`src/rtl/accu_core.sv`:
```
// accu_core: parametrised accumulator core with register file, jumps, HALT and a
// stalling req/ack data-memory port. Define ACCU_CORE_CALL_EN to add CALL/RET with a return stack.
module accu_core #(
    parameter int DATA_W  = 8,
    parameter int PC_W    = 6,
    parameter int REG_N   = 16,
    parameter int STACK_D = 4
) (
    input  logic              clk,
    input  logic              nReset,
    output logic [PC_W-1:0]   pm_addr,
    input  logic [DATA_W+4:0] pm_ins,
    output logic              dm_req,
    output logic              dm_we,
    output logic [DATA_W-1:0] dm_addr,
    output logic [DATA_W-1:0] dm_wdata,
    input  logic [DATA_W-1:0] dm_rdata,
    input  logic              dm_ack,
    output logic [DATA_W-1:0] accu,
    output logic              carry,
    output logic              zero,
    output logic              halted
);

    localparam int INS_W  = DATA_W + 5;
    localparam int RIDX_W = $clog2(REG_N);

    localparam logic [1:0] ST_RUN  = 2'd0;
    localparam logic [1:0] ST_WAIT = 2'd1;
    localparam logic [1:0] ST_HALT = 2'd2;

    localparam logic [4:0] OP_LDI  = 5'b00001;
    localparam logic [4:0] OP_LDR  = 5'b00010;
    localparam logic [4:0] OP_STR  = 5'b00011;
    localparam logic [4:0] OP_LDM  = 5'b00100;
    localparam logic [4:0] OP_STM  = 5'b00101;
    localparam logic [4:0] OP_JMP  = 5'b01000;
    localparam logic [4:0] OP_JZ   = 5'b01001;
    localparam logic [4:0] OP_JNZ  = 5'b01010;
    localparam logic [4:0] OP_JC   = 5'b01011;
    localparam logic [4:0] OP_JNC  = 5'b01100;
    localparam logic [4:0] OP_HALT = 5'b01111;

    if (PC_W > DATA_W || REG_N < 2 || STACK_D < 1) begin : g_paramCheck
        $error("accu_core: unsupported parameter combination");
    end

    logic [PC_W-1:0]   r_pc;
    logic [1:0]        r_state;
    logic [DATA_W-1:0] r_accu;
    logic              r_carry;
    logic              r_zero;
    logic [DATA_W-1:0] r_regs [REG_N];
    logic              r_dmReq;
    logic              r_dmWe;
    logic [DATA_W-1:0] r_dmAddr;
    logic [DATA_W-1:0] r_dmWdata;

    logic [4:0]        w_op;
    logic [DATA_W-1:0] w_k;
    logic [RIDX_W-1:0] w_ridx;
    logic [DATA_W-1:0] w_srcB;
    logic [DATA_W:0]   w_sum;
    logic [DATA_W-1:0] w_aluRes;
    logic              w_aluCarry;
    logic [PC_W-1:0]   w_pcInc;
    logic [PC_W-1:0]   w_jmpTarget;
    logic              w_jmpTaken;

    assign w_op        = pm_ins[INS_W-1:DATA_W];
    assign w_k         = pm_ins[DATA_W-1:0];
    assign w_ridx      = w_k[RIDX_W-1:0];
    assign w_srcB      = w_op[3] ? r_regs[w_ridx] : w_k;
    assign w_pcInc     = r_pc + PC_W'(1);
    assign w_jmpTarget = w_k[PC_W-1:0];

`ifdef ACCU_CORE_CALL_EN
    localparam logic [4:0] OP_CALL = 5'b01101;
    localparam logic [4:0] OP_RET  = 5'b01110;
    localparam int SP_W   = $clog2(STACK_D + 1);
    localparam int STK_IW = (STACK_D > 1) ? $clog2(STACK_D) : 1;
    localparam logic [SP_W-1:0] SP_FULL = SP_W'(STACK_D);

    logic [PC_W-1:0]   r_stack [STACK_D];
    logic [SP_W-1:0]   r_sp;
    logic [STK_IW-1:0] w_pushIdx;
    logic [STK_IW-1:0] w_popIdx;

    assign w_pushIdx = STK_IW'(r_sp);
    assign w_popIdx  = STK_IW'(r_sp - SP_W'(1));
`endif

    // Carry out of the widened sum serves ADD/ADC/SUB; SUB's carry means "no borrow".
    always_comb begin
        w_sum      = '0;
        w_aluRes   = '0;
        w_aluCarry = r_carry;
        case (w_op[2:0])
            3'd0: begin
                w_sum      = {1'b0, r_accu} + {1'b0, w_srcB};
                w_aluRes   = w_sum[DATA_W-1:0];
                w_aluCarry = w_sum[DATA_W];
            end
            3'd1: begin
                w_sum      = {1'b0, r_accu} + {1'b0, w_srcB} + {{DATA_W{1'b0}}, r_carry};
                w_aluRes   = w_sum[DATA_W-1:0];
                w_aluCarry = w_sum[DATA_W];
            end
            3'd2: begin
                w_sum      = {1'b0, r_accu} + {1'b0, ~w_srcB} + (DATA_W+1)'(1);
                w_aluRes   = w_sum[DATA_W-1:0];
                w_aluCarry = w_sum[DATA_W];
            end
            3'd3: w_aluRes = r_accu & w_srcB;
            3'd4: w_aluRes = r_accu | w_srcB;
            3'd5: w_aluRes = r_accu ^ w_srcB;
            3'd6: begin
                w_aluRes   = {r_accu[DATA_W-2:0], 1'b0};
                w_aluCarry = r_accu[DATA_W-1];
            end
            default: begin
                w_aluRes   = {1'b0, r_accu[DATA_W-1:1]};
                w_aluCarry = r_accu[0];
            end
        endcase
    end

    always_comb begin
        w_jmpTaken = 1'b0;
        case (w_op)
            OP_JMP:  w_jmpTaken = 1'b1;
            OP_JZ:   w_jmpTaken = r_zero;
            OP_JNZ:  w_jmpTaken = ~r_zero;
            OP_JC:   w_jmpTaken = r_carry;
            OP_JNC:  w_jmpTaken = ~r_carry;
            default: w_jmpTaken = 1'b0;
        endcase
    end

    always_ff @(posedge clk) begin
        if (!nReset) begin
            r_pc      <= '0;
            r_state   <= ST_RUN;
            r_accu    <= '0;
            r_carry   <= 1'b0;
            r_zero    <= 1'b0;
            r_dmReq   <= 1'b0;
            r_dmWe    <= 1'b0;
            r_dmAddr  <= '0;
            r_dmWdata <= '0;
            for (int i = 0; i < REG_N; i++) begin
                r_regs[i] <= '0;
            end
`ifdef ACCU_CORE_CALL_EN
            r_sp <= '0;
            for (int i = 0; i < STACK_D; i++) begin
                r_stack[i] <= '0;
            end
`endif
        end else begin
            case (r_state)
                ST_RUN: begin
                    r_pc <= w_jmpTaken ? w_jmpTarget : w_pcInc;
                    if (w_op[4]) begin
                        r_accu  <= w_aluRes;
                        r_carry <= w_aluCarry;
                        r_zero  <= (w_aluRes == '0);
                    end else begin
                        case (w_op)
                            OP_LDI: begin
                                r_accu <= w_k;
                                r_zero <= (w_k == '0);
                            end
                            OP_LDR: begin
                                r_accu <= r_regs[w_ridx];
                                r_zero <= (r_regs[w_ridx] == '0);
                            end
                            OP_STR: r_regs[w_ridx] <= r_accu;
                            // PC holds until the transfer is acknowledged.
                            OP_LDM, OP_STM: begin
                                r_pc      <= r_pc;
                                r_dmReq   <= 1'b1;
                                r_dmWe    <= w_op[0];
                                r_dmAddr  <= w_k;
                                r_dmWdata <= r_accu;
                                r_state   <= ST_WAIT;
                            end
                            OP_HALT: begin
                                r_pc    <= r_pc;
                                r_state <= ST_HALT;
                            end
`ifdef ACCU_CORE_CALL_EN
                            // A full stack still jumps; the return address is simply lost.
                            OP_CALL: begin
                                r_pc <= w_jmpTarget;
                                if (r_sp != SP_FULL) begin
                                    r_stack[w_pushIdx] <= w_pcInc;
                                    r_sp               <= r_sp + SP_W'(1);
                                end
                            end
                            OP_RET: begin
                                if (r_sp != '0) begin
                                    r_pc <= r_stack[w_popIdx];
                                    r_sp <= r_sp - SP_W'(1);
                                end
                            end
`endif
                            default: ;
                        endcase
                    end
                end
                ST_WAIT: begin
                    if (dm_ack) begin
                        r_dmReq <= 1'b0;
                        r_pc    <= w_pcInc;
                        r_state <= ST_RUN;
                        if (!r_dmWe) begin
                            r_accu <= dm_rdata;
                            r_zero <= (dm_rdata == '0);
                        end
                    end
                end
                ST_HALT: ;
                default: r_state <= ST_RUN;
            endcase
        end
    end

    assign pm_addr  = r_pc;
    assign dm_req   = r_dmReq;
    assign dm_we    = r_dmWe;
    assign dm_addr  = r_dmAddr;
    assign dm_wdata = r_dmWdata;
    assign accu     = r_accu;
    assign carry    = r_carry;
    assign zero     = r_zero;
    assign halted   = (r_state == ST_HALT);

endmodule

```
`config.mk`:
```
export PLATFORM = sky130hd
export DESIGN_NAME = accu_core
export DESIGN_NICKNAME = d
export VERILOG_FILES = /design/src/rtl/accu_core.sv
export SDC_FILE = /design/constraint.sdc
export NUM_CORES = 1
export LEC_CHECK = 0
export ABC_AREA = 1
export ABC_CLOCK_PERIOD_IN_PS = 2970
export BUFFER_PORTS_ARGS = -buffer_cell sky130_fd_sc_hd__buf_2
export CAP_MARGIN = 0
export CORE_UTILIZATION = 57
export CTS_BUF_LIST = sky130_fd_sc_hd__clkbuf_8
export CTS_CLUSTER_DIAMETER = 40
export DETAILED_ROUTE_END_ITERATION = 6
export PLACE_DENSITY = 0.8
export SLEW_MARGIN = 20
export SYNTH_ARGS = -nofsm -noshare
export SYNTH_HDL_FRONTEND = slang
export SYNTH_SLANG_ARGS = --single-unit
```
`constraint.sdc`:
```
create_clock -name clk -period 2.97 [get_ports clk]
set_input_delay 0.1485 -clock clk [delete_from_list [all_inputs] [get_ports clk]]
set_output_delay 0.1485 -clock clk [all_outputs]
set_load 0.03 [all_outputs]
```
==> summary.md <==
| Metric | Value |
|---|---|
| VDD IR max | `0.487 mV` |
| Largest net degree at the start of global routing | `39` |
| Setup tns final | `-0.930 ns` |
| Area leader, netlist | `edfxtp_1` |
| DP Worst Slack | `-0.503 ns` |
| Max clock buf depth | `2` |
| Fin nets | `1379` |
| Fmax | `0.315 GHz` |
| M1 wire length | `10900 um` |
| Total number of vias | `9155` |
| Synth Instances | `1167` |
| TritonCTS clock tree | `built` |
| Slew margin rel. | `0.537` |
| Arrival time at the worst endpoint | `3.59 ns` |
| DP HPWL | `19100 um` |
| Gpl congestion | `0.970` |
| # setup viols final | `8` |
| Worst-path fanout max | `3` |
| TritonCTS buffer count | `17` |
| Crit. End Element | `register` |
| Final WL | `28400 um` |
| Min cycle time layout | `3.17 ns` |
| Die ar. | `16500 sq um` |
| Syn Area/Cell | `7.79 sq um` |
| Pwr Density | `490 nW/um^2` |
| Fraction of layout cells with a size suffix above 1 | `0.211` |
| Flop-to-flop setup slack | `-0.20 ns` |
| Period utilization | `1.07` |
| Final Power | `5.44 mW` |
| Hold Path Cell Cnt | `3` |
| Post-synth top area share | `0.423` |
| Measured slew at the worst slew-check pin | `0.692 ns` |
| Clk_skew | `0.0136 ns` |
| Total global-route track usage | `0.354` |
| Top Ports | `59` |
| Final antenna-violating net count | `0` |
| Starting Density | `0.592` |
| DRC | `0` |
| # H-tree levels | `4` |
| CTS Sinks | `164` |
| Worst hold path class | `input port to register` |
| Dpl cell area | `10300 sq um` |
| Area contributors post-synth | `edfxtp_1 42%, nand2_1 15%, nor2_1 8.5%` |
| Failing checks | `setup timing` |
| CP Launch Type | `register` |
| Most common cell after layout, fill and taps aside | `nand2_1` |
| Met3 WL | `3090 um` |
| Leakage | `4.81 nW` |
| Required time worst endpoint | `3.38 ns` |
| Top routing layer used | `met4` |
| Clk Latency, worst-skew pair | `0.48 ns` |
| RR Startpoint | `r_regs[10][0]$_SDFFCE_PN0P_` |
| Commonest cells after routing, fill and taps aside | `355 x nand2_1, 198 x nor2_1, 128 x edfxtp_1` |
| Worst r2r dst | `zero$_SDFFE_PN0P_` |
| Global route overflow | `0` |
| Seq/Total Area, Yosys | `0.502` |
| Seq cells post-synth | `164` |
| Core ar. | `15400 sq um` |
| Row Count | `45` |
| Reg clk slew, reported paths | `0.09 ns` |
| Hold Path End | `dm_addr[5]$_SDFFE_PN0P_` |
| Max-cap check violation count | `0` |
| Initial DRC Count | `1095` |
| Worst hold start | `pm_ins[5]` |
| Die W | `128 um` |
| Met2 wire len | `13000 um` |
| Area growth syn-to-layout | `22.2%` |
| First-pass GRT wire length | `43800 um` |
| Initial antenna violation count | `1` |
| Setup ws final | `-0.204 ns` |
| DR vias/cell | `5.90` |
| Router iterations before antenna repair | `6` |
| DIE HEIGHT | `128 um` |
| Register-to-Register Path Depth | `22` |
| Hold Vio Cnt, Final | `0` |
| Vias in the first global route | `8625` |
| Avg WL per Cell | `18.3 um` |
| Layout fillers | `1172` |
| Root Buffer | `clkbuf_8` |
| Yosys cell types | `34` |
| Port Buf Inserts | `58` |
| Syn Nets | `1220` |
| WS Path Type | `register to register` |
| Final Slew Violations | `0` |
| RSZ-0062 raised after global routing | `true` |
| Total number of yosys warnings | `0` |
| Run status | `complete, but fails checks` |
| Area of the mapped netlist | `9090 sq um` |
| Finished Cell Area | `11100 sq um` |
[final cells by class]
class                      instances  area [sq um]  share of cell area
timing repair buffer             190          1360               0.122
multi-input combinational        866          4230               0.381
antenna                            1          2.50            0.000225
clock buffer                      17           234              0.0211
sequential                       164          4560               0.411
tap                              211           264              0.0238
inverter                          87           332              0.0298
clock inverter                    15           124              0.0112
[routing by layer]
layer | vias up | track usage
met1 | 4252 | 0.462
met3 | 143 | 0.0747
met4 | 0 | 0.188
met2 | 587 | 0.558
met5 | - | 0
li1 | 4173 | -
[flip-flops by register name, summed over array words and instances, names as in the netlist]
register and flops:
accu 8, dm_we 1, dm_addr 8, r_state 2, zero 1, pm_addr 6
dm_req 1, carry 1, dm_wdata 8, r_regs 128
[cell families (layout without fill, tap and decap cells)]
kind of cell	count (synthesis)	count (layout)	share of synthesized area
xor gates and xnor gates	2	2	0.00193
adders and majority gates	29	29	0.0416
and+or+nand+nor	688	688	0.309
DFF	164	164	0.502
buffers and inverters	137	309	0.0593
AOI/OAI and AO/OA	147	147	0.0860
other	0	1	0
[per-stage QoR]
stage	std cells	utilization	hold slack (ns)
CTS	1547	0.713	0.0219
finish	1551	0.723	0.0507
global route	1550	0.723	0.0575
detailed placement	1490	0.671	0.358
global placement	1490	0.671	0.354
floorplan	1167	-	0.239
[synthesized netlist by cell type]
master / number
buf_4: 1
or2_2: 2
nand2_1: 364
a211oi_1: 1
o31a_1: 1
nor2_1: 207
a31oi_1: 3
nand4_1: 36
nand3_1: 60
nand2_2: 1
dfxtp_1: 36
buf_2: 17
o22ai_1: 4
o21ai_0: 54
nor4_1: 3
clkbuf_1: 31
nor3_2: 4
ha_1: 27
buf_1: 1
o21bai_1: 1
o221ai_1: 1
xor2_1: 2
clkinv_1: 5
inv_2: 4
a21boi_0: 1
nor2_2: 4
fa_1: 2
nand3b_1: 2
o211ai_1: 9
nor3_1: 5
a21oi_1: 62
edfxtp_1: 128
o21ai_1: 10
inv_1: 78
[critical path, stage by stage (launching register included)]
cell and delay [ns]:
edfxtp_1 0.42, nand2_1 0.10, nand4_1 0.11, nand2_1 0.12, nand2_1 0.07, nor2_2 0.11
nand2_1 0.08, o21ai_2 0.09, inv_2 0.08, ha_4 0.17, fa_2 0.58, ha_4 0.21
nand3_2 0.06, nand2_1 0.05, nor2_1 0.09, nand2_1 0.07, nand2_2 0.08, nand3_2 0.07
nor2_2 0.13, nand3_2 0.10, a21oi_2 0.12, nand3_1 0.08, a21oi_1 0.13
[report_power, final]
group,switching [mW],leakage [nW],internal (mW)
Combinational,0.845,3.02,0.473
Clock,0.911,0.180,0.598
Sequential,0.0595,1.61,2.55
Total,1.81,4.81,3.62
[how the worst max path moves through the flow]
| stage | start | to | cells after the start |
|---|---|---|---|
| 2_1_floorplan | pm_ins[0] | zero$_SDFFE_PN0P_ | 26 |
| 3_3_place_gp | pm_ins[0] | accu[7]$_SDFFE_PN0P_ | 27 |
| 3_5_place_dp | pm_ins[0] | accu[7]$_SDFFE_PN0P_ | 28 |
| 4_1_cts | r_regs[10][0]$_SDFFCE_PN0P_ | accu[6]$_SDFFE_PN0P_ | 22 |
| 5_1_grt | r_regs[10][0]$_SDFFCE_PN0P_ | zero$_SDFFE_PN0P_ | 22 |
| 6_report | r_regs[10][0]$_SDFFCE_PN0P_ | zero$_SDFFE_PN0P_ | 22 |
[timing repair]
action                     CTS  global route
hold buffers                 6             0
resized for setup           30            33
setup endpoints to repair    9             9
hold endpoints to repair     7             0
setup buffers               20             4
pin swaps                   28            34
Power figures use the tool's default switching activity.
